==> config.mk <==
export PLATFORM = sky130hd
export DESIGN_NAME = phi_position_scan_scheduler
export DESIGN_NICKNAME = d
export VERILOG_FILES = /design/src/rtl/phi_position_pkg.sv /design/src/rtl/phi_position_classifier_lane.sv /design/src/rtl/phi_position_scan_scheduler.sv
export SDC_FILE = /design/constraint.sdc
export NUM_CORES = 2
export LEC_CHECK = 0
export ABC_AREA = 1
export CORE_AREA = 2 2 327 329
export DETAILED_ROUTE_END_ITERATION = 7
export DIE_AREA = 0 0 329 331
export PLACE_DENSITY_LB_ADDON = 0.2
export SYNTH_ARGS = -nofsm -noshare
export SYNTH_HDL_FRONTEND = slang
export SYNTH_HIERARCHICAL = 1
export SYNTH_SLANG_ARGS = --single-unit
export TNS_END_PERCENT = 5
==> constraint.sdc <==
create_clock -name clk -period 36.6 [get_ports clk]
set_input_delay 7.32 -clock clk [delete_from_list [all_inputs] [get_ports clk]]
set_output_delay 7.32 -clock clk [all_outputs]
set_load 0.005 [all_outputs]
==> src/rtl/phi_position_pkg.sv <==
// Shared definitions for the phi^n position scan scheduler.
//   - position class codes
//   - Q14 fixed-point constants used by the classifier lane
//   - danger window bounds on the raw exponent
//   - scheduler FSM state encoding
package phi_position_pkg;

    localparam logic [1:0] CLASS_INTEGER_BOUNDARY = 2'b00;
    localparam logic [1:0] CLASS_HALF             = 2'b01;
    localparam logic [1:0] CLASS_QUARTER          = 2'b10;
    localparam logic [1:0] CLASS_NEAR_CATASTROPHE = 2'b11;

    localparam int Q14_0P125 = 2048;
    localparam int Q14_0P25  = 4096;
    localparam int Q14_0P5   = 8192;
    localparam int Q14_0P75  = 12288;
    localparam int Q14_1P0   = 16384;

    // Raw exponent window (about 1.35 .. 1.55) that is always near-catastrophe.
    localparam int N_DANGER_LOW  = 22118;
    localparam int N_DANGER_HIGH = 25395;

    typedef enum logic [1:0] {
        ST_IDLE  = 2'd0,
        ST_SCAN  = 2'd1,
        ST_ISSUE = 2'd2,
        ST_DONE  = 2'd3
    } scan_state_e;

endpackage

==> src/rtl/phi_position_classifier_lane.sv <==
// Combinational phi^n position classifier for one exponent.
// Ports:
//   n_in       in  WIDTH  signed Q14 exponent
//   pos_class  out 2      00 integer, 01 half, 10 quarter, 11 near-catastrophe
//   stability  out WIDTH  Q14 stability score
module phi_position_classifier_lane #(
    parameter int WIDTH = 18,
    parameter int FRAC  = 14
) (
    input  logic [WIDTH-1:0] n_in,
    output logic [1:0]       pos_class,
    output logic [WIDTH-1:0] stability
);
    import phi_position_pkg::*;

    localparam logic signed [WIDTH-1:0] DANGER_LO = WIDTH'(N_DANGER_LOW);
    localparam logic signed [WIDTH-1:0] DANGER_HI = WIDTH'(N_DANGER_HIGH);
    localparam logic [WIDTH-1:0] C_0P125 = WIDTH'(Q14_0P125);
    localparam logic [WIDTH-1:0] C_0P25  = WIDTH'(Q14_0P25);
    localparam logic [WIDTH-1:0] C_0P5   = WIDTH'(Q14_0P5);
    localparam logic [WIDTH-1:0] C_0P75  = WIDTH'(Q14_0P75);
    localparam logic [WIDTH-1:0] C_1P0   = WIDTH'(Q14_1P0);
    localparam logic [WIDTH-1:0] C_0P875 = WIDTH'(Q14_1P0 - Q14_0P125);

    logic signed [WIDTH-1:0] n_s;
    logic [WIDTH-1:0] f;
    logic [WIDTH-1:0] d_half;
    logic [WIDTH-1:0] d_q1;
    logic [WIDTH-1:0] d_q3;

    always_comb begin
        n_s    = n_in;
        f      = {{(WIDTH-FRAC){1'b0}}, n_in[FRAC-1:0]};
        d_half = (f >= C_0P5)  ? f - C_0P5  : C_0P5 - f;
        d_q1   = (f >= C_0P25) ? f - C_0P25 : C_0P25 - f;
        d_q3   = (f >= C_0P75) ? f - C_0P75 : C_0P75 - f;

        pos_class = CLASS_INTEGER_BOUNDARY;
        stability = '0;
        // The danger window is judged on the whole signed word, before the
        // fractional part is considered.
        if (n_s >= DANGER_LO && n_s <= DANGER_HI) begin
            pos_class = CLASS_NEAR_CATASTROPHE;
            stability = C_0P25;
        end else if (f < C_0P125 || f > C_0P875) begin
            pos_class = CLASS_INTEGER_BOUNDARY;
            stability = '0;
        end else if (d_half < C_0P125) begin
            pos_class = CLASS_HALF;
            stability = C_1P0 - (d_half << 2);
        end else if (d_q1 < C_0P125) begin
            pos_class = CLASS_QUARTER;
            stability = C_0P5 - (d_q1 << 1);
        end else if (d_q3 < C_0P125) begin
            pos_class = CLASS_QUARTER;
            stability = C_0P5 - (d_q3 << 1);
        end else if (f == C_0P125 || f == C_0P875) begin
            pos_class = CLASS_INTEGER_BOUNDARY;
            stability = C_0P125;
        end else begin
            // Only f = 0.375 or 0.625 remain: the half/quarter seam.
            pos_class = CLASS_QUARTER;
            stability = C_0P25;
        end
    end

endmodule

==> src/rtl/phi_position_scan_scheduler.sv <==
// Time-multiplexes one classifier lane over NUM_OSCILLATORS exponents, keeps
// per-oscillator class/stability results and persistence counters, and issues
// escape requests round-robin for oscillators that stay unstable.
// Optional build macro: STABILITY_ACCUM_EN adds stability_mean (scan average).
// Ports:
//   clk, rst (async, active-high), clk_en (advance enable)
//   scan_start            in  start pulse, honoured only in IDLE
//   n_packed              in  N*WIDTH signed Q14 exponents
//   busy, scan_done       out status / one-cycle completion pulse
//   position_class_packed out N*2 class results
//   stability_packed      out N*WIDTH stability results
//   esc_pending           out N pending-request flags
//   esc_valid/esc_ready/esc_idx/esc_class  escape request handshake
//
// state    | meaning
// ST_IDLE  | waiting for scan_start
// ST_SCAN  | classifying shadow[idx], one oscillator per enabled cycle
// ST_ISSUE | offering pending escape requests, round-robin
// ST_DONE  | one-cycle scan_done, back to idle
module phi_position_scan_scheduler #(
    parameter  int WIDTH           = 18,
    parameter  int FRAC            = 14,
    parameter  int NUM_OSCILLATORS = 21,
    parameter  int PERSIST_SCANS   = 3,
    localparam int IW              = $clog2(NUM_OSCILLATORS)
) (
    input  logic                         clk,
    input  logic                         rst,
    input  logic                         clk_en,
    input  logic                         scan_start,
    input  logic [NUM_OSCILLATORS*WIDTH-1:0] n_packed,
    output logic                         busy,
    output logic                         scan_done,
    output logic [NUM_OSCILLATORS*2-1:0] position_class_packed,
    output logic [NUM_OSCILLATORS*WIDTH-1:0] stability_packed,
    output logic [NUM_OSCILLATORS-1:0]   esc_pending,
    output logic                         esc_valid,
    input  logic                         esc_ready,
    output logic [IW-1:0]                esc_idx,
    output logic [1:0]                   esc_class
`ifdef STABILITY_ACCUM_EN
    ,
    output logic [WIDTH-1:0]             stability_mean
`endif
);
    import phi_position_pkg::*;

    localparam int N  = NUM_OSCILLATORS;
    localparam int CW = 4;
    localparam logic [CW-1:0] PERSIST = CW'(PERSIST_SCANS);

    scan_state_e state_q, state_d;
    logic [IW-1:0]      idx_q, idx_d;
    logic [IW-1:0]      rr_q, rr_d;
    logic [N*WIDTH-1:0] shadow_q, shadow_d;
    logic [N*2-1:0]     class_q, class_d;
    logic [N*WIDTH-1:0] stab_q, stab_d;
    logic [N*CW-1:0]    cnt_q, cnt_d;
    logic [N-1:0]       pending_q, pending_d;
    logic [N*2-1:0]     esc_cls_q, esc_cls_d;

    logic [1:0]       lane_class;
    logic [WIDTH-1:0] lane_stab;
    logic [CW-1:0]    cnt_cur;
    logic [CW-1:0]    cnt_nxt;
    logic             sel_found;
    logic [IW-1:0]    sel_idx;
    logic [N-1:0]     sel_onehot;

`ifdef STABILITY_ACCUM_EN
    localparam int ACC_W      = WIDTH + IW;
    localparam int MEAN_SHIFT = 24;
    localparam int PROD_W     = ACC_W + MEAN_SHIFT;
    localparam logic [PROD_W-1:0] MEAN_RECIP =
        PROD_W'(((64'd1 << MEAN_SHIFT) + 64'(N) - 64'd1) / 64'(N));
    logic [ACC_W-1:0]  acc_q, acc_d;
    logic [WIDTH-1:0]  mean_q, mean_d;
    logic [PROD_W-1:0] mean_prod;
`endif

    phi_position_classifier_lane #(
        .WIDTH (WIDTH),
        .FRAC  (FRAC)
    ) u_lane (
        .n_in      (shadow_q[idx_q*WIDTH +: WIDTH]),
        .pos_class (lane_class),
        .stability (lane_stab)
    );

    always_comb begin
        // Round-robin pick: lowest pending index above rr, else lowest overall
        // (wrap). Descending loops leave the smallest match in sel_idx.
        sel_found = 1'b0;
        sel_idx   = '0;
        for (int g = N - 1; g >= 0; g--) begin
            if (pending_q[g] && g <= int'(rr_q)) begin
                sel_found = 1'b1;
                sel_idx   = IW'(g);
            end
        end
        for (int g = N - 1; g >= 0; g--) begin
            if (pending_q[g] && g > int'(rr_q)) begin
                sel_found = 1'b1;
                sel_idx   = IW'(g);
            end
        end
        sel_onehot          = '0;
        sel_onehot[sel_idx] = 1'b1;

        cnt_cur = cnt_q[idx_q*CW +: CW];
        cnt_nxt = (cnt_cur >= PERSIST) ? PERSIST : cnt_cur + CW'(1);

        state_d   = state_q;
        idx_d     = idx_q;
        rr_d      = rr_q;
        shadow_d  = shadow_q;
        class_d   = class_q;
        stab_d    = stab_q;
        cnt_d     = cnt_q;
        pending_d = pending_q;
        esc_cls_d = esc_cls_q;
`ifdef STABILITY_ACCUM_EN
        acc_d     = acc_q;
        mean_d    = mean_q;
        mean_prod = PROD_W'(acc_q) * MEAN_RECIP;
`endif

        if (clk_en) begin
            case (state_q)
                ST_IDLE: begin
                    if (scan_start) begin
                        shadow_d = n_packed;
                        idx_d    = '0;
                        state_d  = ST_SCAN;
`ifdef STABILITY_ACCUM_EN
                        acc_d    = '0;
`endif
                    end
                end
                ST_SCAN: begin
                    class_d[idx_q*2 +: 2]        = lane_class;
                    stab_d[idx_q*WIDTH +: WIDTH] = lane_stab;
`ifdef STABILITY_ACCUM_EN
                    acc_d = acc_q + ACC_W'(lane_stab);
`endif
                    if (lane_class == CLASS_INTEGER_BOUNDARY ||
                        lane_class == CLASS_NEAR_CATASTROPHE) begin
                        cnt_d[idx_q*CW +: CW] = cnt_nxt;
                        if (cnt_nxt == PERSIST && !pending_q[idx_q]) begin
                            pending_d[idx_q]        = 1'b1;
                            esc_cls_d[idx_q*2 +: 2] = lane_class;
                        end
                    end else begin
                        cnt_d[idx_q*CW +: CW] = '0;
                    end
                    if (idx_q == IW'(N - 1)) begin
                        state_d = (|pending_d) ? ST_ISSUE : ST_DONE;
                    end else begin
                        idx_d = idx_q + IW'(1);
                    end
                end
                ST_ISSUE: begin
                    if (esc_ready && sel_found) begin
                        pending_d[sel_idx]        = 1'b0;
                        cnt_d[sel_idx*CW +: CW]   = '0;
                        rr_d                      = sel_idx;
                        if ((pending_q & ~sel_onehot) == '0) begin
                            state_d = ST_DONE;
                        end
                    end
                end
                default: begin
                    state_d = ST_IDLE;
`ifdef STABILITY_ACCUM_EN
                    mean_d  = mean_prod[MEAN_SHIFT +: WIDTH];
`endif
                end
            endcase
        end
    end

    always_ff @(posedge clk or posedge rst) begin
        if (rst) begin
            state_q   <= ST_IDLE;
            idx_q     <= '0;
            rr_q      <= IW'(N - 1);
            shadow_q  <= '0;
            class_q   <= '0;
            stab_q    <= '0;
            cnt_q     <= '0;
            pending_q <= '0;
            esc_cls_q <= '0;
`ifdef STABILITY_ACCUM_EN
            acc_q     <= '0;
            mean_q    <= '0;
`endif
        end else begin
            state_q   <= state_d;
            idx_q     <= idx_d;
            rr_q      <= rr_d;
            shadow_q  <= shadow_d;
            class_q   <= class_d;
            stab_q    <= stab_d;
            cnt_q     <= cnt_d;
            pending_q <= pending_d;
            esc_cls_q <= esc_cls_d;
`ifdef STABILITY_ACCUM_EN
            acc_q     <= acc_d;
            mean_q    <= mean_d;
`endif
        end
    end

    assign busy                  = (state_q != ST_IDLE);
    assign scan_done             = (state_q == ST_DONE);
    assign esc_valid             = (state_q == ST_ISSUE);
    assign esc_idx               = esc_valid ? sel_idx : '0;
    assign esc_class             = esc_valid ? esc_cls_q[sel_idx*2 +: 2] : 2'b00;
    assign position_class_packed = class_q;
    assign stability_packed      = stab_q;
    assign esc_pending           = pending_q;
`ifdef STABILITY_ACCUM_EN
    assign stability_mean        = mean_q;
`endif

endmodule

==> reports/metrics.json <==
{
  "power-per-cell-area_nw_per_um2": 40.8,
  "setup_repair_after_global_routing_missed_its_margin": "false",
  "clock_latency_on_the_worst_skew_pair_ps": 720,
  "clock-skew-final_ps": 38.8,
  "routed_wirelength_um": 196000,
  "setup_viol": 0,
  "final_critical_path_setup_slack_ps": 24190,
  "synth-xor-area-share_pct": 0.245,
  "critical_path.slowest_cell": "sky130_fd_sc_hd__dfstp_2",
  "drive_gt1_share_pct": 5.26,
  "antenna_left": 0,
  "cts-buffers-inserted": 104,
  "die_width_um": 329,
  "yosys.area_share.adder_pct": 0.765,
  "cts.clk_slew.worst_paths_ps": 60,
  "synth_sequential_area_ratio_pct": 47.8,
  "detailed_place_hpwl_um": 146000,
  "outcome": "complete, no violations",
  "fmaxAchievable_ghz": 0.0806,
  "total_routing_usage_reported_by_global_routing_pct": 35.3,
  "postCtsSetupBuffers": 0,
  "crit_path_start_kind": "flop",
  "worst_pin_slew_ps": 1260,
  "number_of_antenna_violations_at_the_first_check_in_global_routing": 19,
  "cts_root_buf": "sky130_fd_sc_hd__clkbuf_16",
  "synthesis.instances": 6736,
  "max_cap_viol_count": 0,
  "synth-async-reset-ratio_pct": 100,
  "floorplan.initialDensity_pct": 47.7,
  "coreArea_um2": 105000,
  "crit_required_ps": 29280,
  "synthMuxAreaShare_pct": 1.80,
  "layer_with_the_highest_usage_after_global_routing": "met2",
  "globalRouteMet1Util_pct": 47.0,
  "post_cts_hold_buffer_count": 0,
  "hold_viol": 0,
  "place_congestion": 0.989,
  "yosys.area_share.simple_pct": 27.2,
  "dominantRegCellSynth": "sky130_fd_sc_hd__dfrtp_1",
  "most_used_cell_cp": "sky130_fd_sc_hd__nand2_1",
  "synth_compound_area_share_pct": 14.5,
  "site_rows": 119,
  "critical_path.max_stage_delay_ps": 580,
  "first_global_vias": 47600,
  "slew_headroom_pct": 16.3,
  "crit_type": "flop to output pin",
  "avgSynthCellArea_um2": 7.43,
  "clock-sinks": 957,
  "syn_area_um2": 50100,
  "drt-vias-per-instance": 5.60,
  "hold_ws_ps": 466,
  "route.detailed.drc": 0,
  "critPathTopFamily": "simple AND/OR/NAND/NOR gates",
  "globalRouteMet2Util_pct": 55.2,
  "wire_length_of_the_first_global_routing_pass_um": 292000,
  "clock_tree_from_tritoncts": "done",
  "yosysUniqueCellTypes": 72,
  "final_worst_path_period_need_ps": 12410,
  "final.fill_count": 9581,
  "port-buffer-count": 833,
  "yosysWarnings": 6,
  "dieArea_um2": 109000,
  "final_core_util_pct": 60.1,
  "p_leak_uw": 0.0305,
  "min-delay-path-class": "flop to flop",
  "finish.net_count": 7852,
  "cts_resized": 0,
  "vdd_ir_drop_max_uv": 34.9,
  "pre_cts_ws_ps": 24890,
  "synth_top_family_by_area": "simple AND/OR/NAND/NOR gates",
  "ys_ff_latch": 957,
  "timing.final.crit_share_pct": 33.9,
  "grt_start_max_net_pins": 243,
  "io_pins": 834,
  "htreeDepth": 3,
  "synthToLayoutAreaGrowth_pct": 26.0,
  "clockBufferDepth": 3,
  "initialDrtViolationCount": 5955,
  "avgRoutedWirePerCell_um": 22.0,
  "synth-edff-count": 0,
  "cp_num_buf_inv": 2,
  "grt_overflow": 0,
  "met3_usage_pct": 6.43,
  "die_y_um": 331,
  "path_max_fanout": 15,
  "slew_violations": 0,
  "routed-via-count": 49900,
  "fin_setup_tns_ps": 0,
  "endpoint_kind": "output pin",
  "power_uw": 2580,
  "worstPathArrival_ps": 5090,
  "dr.pass1.iters": 8
}
## routing by layer
layer / part of all wire (%) / routed length, um
met1: 40 / 79500
met5: 0.051 / 100
met3: 8.4 / 16400
met4: 5.7 / 11300
met2: 45 / 89200
## tightest hold or removal path, stage by stage (launching register included)
cell and delay (ps):
sky130_fd_sc_hd__dfrtp_1 340, sky130_fd_sc_hd__nand2_1 50, sky130_fd_sc_hd__nand2_1 40
## cell usage in the layout (no fill, tap or decap), types with 8 or more instances in the layout
master	Yosys	layout
sky130_fd_sc_hd__nand2_1	2272	2270
sky130_fd_sc_hd__dfrtp_1	955	953
sky130_fd_sc_hd__clkdlybuf4s50_1	0	833
sky130_fd_sc_hd__nor2_1	752	746
sky130_fd_sc_hd__inv_1	654	651
sky130_fd_sc_hd__o21ai_0	565	565
sky130_fd_sc_hd__a21oi_1	248	248
sky130_fd_sc_hd__nand3_1	197	197
sky130_fd_sc_hd__clkbuf_16	0	105
sky130_fd_sc_hd__o21a_1	87	87
sky130_fd_sc_hd__o22ai_1	87	87
sky130_fd_sc_hd__mux2_2	64	64
sky130_fd_sc_hd__nor3_1	61	58
sky130_fd_sc_hd__buf_4	12	55
sky130_fd_sc_hd__nand4_1	45	45
sky130_fd_sc_hd__o221ai_1	38	38
sky130_fd_sc_hd__o21ai_1	37	37
sky130_fd_sc_hd__o211ai_1	36	36
sky130_fd_sc_hd__a31oi_1	36	36
sky130_fd_sc_hd__a221oi_1	31	31
sky130_fd_sc_hd__ha_1	29	29
sky130_fd_sc_hd__a21boi_0	25	25
sky130_fd_sc_hd__nor4_1	21	21
sky130_fd_sc_hd__nor2_2	15	20
sky130_fd_sc_hd__clkbuf_1	242	20
sky130_fd_sc_hd__inv_2	18	19
sky130_fd_sc_hd__clkbuf_8	0	19
sky130_fd_sc_hd__nor2_4	17	18
sky130_fd_sc_hd__mux2i_1	18	18
sky130_fd_sc_hd__clkinv_2	1	17
sky130_fd_sc_hd__nand2_2	12	14
sky130_fd_sc_hd__o31ai_1	13	13
sky130_fd_sc_hd__diode_2	0	11
sky130_fd_sc_hd__clkinv_1	13	11
sky130_fd_sc_hd__a22oi_1	11	11
sky130_fd_sc_hd__bufinv_16	0	11
sky130_fd_sc_hd__xor2_1	9	8
## cell families after synthesis
kind of cell | Yosys count
other | 1
buffers and inverters | 986
AO/OA/AOI/OAI | 1252
AND/OR/NAND/NOR | 3414
flip-flops | 957
multiplexers | 82
XOR/XNOR | 14
adder cells (fa/ha/maj) | 30
## final timing paths
kind	slack, ps	depth (start not counted)	end	from
setup / recovery	24190	31	esc_class[1]	rr_q[2]
hold / removal	470	2	shadow_q[244]	shadow_q[244]
setup reg to reg	27950	33	stability_packed[353]	idx_q[1]
hold reg to reg	470	2	shadow_q[244]	shadow_q[244]
max in group asynchronous	26260	5	stability_packed[174]	rst
min in group asynchronous	7170	2	position_class_packed[4]	rst
## registers in the layout, indices dropped and copies added (netlist names)
name	count
esc_pending	21
shadow_q	378
stability_packed	378
cnt_q	84
rr_q	5
position_class_packed	42
state_q	2
idx_q	5
esc_cls_q	42
## cell usage after synthesis (17+ instances only)
cell | count | area, um2
sky130_fd_sc_hd__nor4_1 | 21 | 131
sky130_fd_sc_hd__a31oi_1 | 36 | 225
sky130_fd_sc_hd__clkbuf_1 | 242 | 908
sky130_fd_sc_hd__o221ai_1 | 38 | 333
sky130_fd_sc_hd__a221oi_1 | 31 | 272
sky130_fd_sc_hd__a21oi_1 | 248 | 1240
sky130_fd_sc_hd__nand4_1 | 45 | 282
sky130_fd_sc_hd__o211ai_1 | 36 | 270
sky130_fd_sc_hd__a21boi_0 | 25 | 188
sky130_fd_sc_hd__o21ai_1 | 37 | 185
sky130_fd_sc_hd__nor2_1 | 752 | 2820
sky130_fd_sc_hd__nor2_4 | 17 | 191
sky130_fd_sc_hd__mux2i_1 | 18 | 180
sky130_fd_sc_hd__dfrtp_1 | 955 | 23900
sky130_fd_sc_hd__nand2_1 | 2272 | 8530
sky130_fd_sc_hd__o21ai_0 | 565 | 2830
sky130_fd_sc_hd__ha_1 | 29 | 363
sky130_fd_sc_hd__o22ai_1 | 87 | 544
sky130_fd_sc_hd__nand3_1 | 197 | 986
sky130_fd_sc_hd__o21a_1 | 87 | 653
sky130_fd_sc_hd__nor3_1 | 61 | 305
sky130_fd_sc_hd__mux2_2 | 64 | 721
sky130_fd_sc_hd__inv_2 | 18 | 67.6
sky130_fd_sc_hd__buf_1 | 25 | 93.8
sky130_fd_sc_hd__inv_1 | 654 | 2450
## power breakdown
group          total [uW]  internal (uW)  switching [uW]
Sequential           1090           1080            10.9
Clock                1100            644             457
Combinational         388            112             276
Total                2580           1830             744
## cell type report
cell class,instances,area [um2],area share (%)
antenna,11,27.5,0.0436
sequential,957,24000,38.0
multi-input combinational,4796,22400,35.5
tap,1391,1740,2.76
clock buffer,144,2960,4.70
timing repair buffer,893,8850,14.0
inverter,687,2600,4.13
clock inverter,38,578,0.916
## stage by stage
step	cells	instance area [um2]
final	8917	63100
after floorplan	6739	50100
after global routing	8915	63100
after global placement	8724	59500
after CTS	8906	63100
after detailed placement	8724	59500
Power figures use the tool's default switching activity.
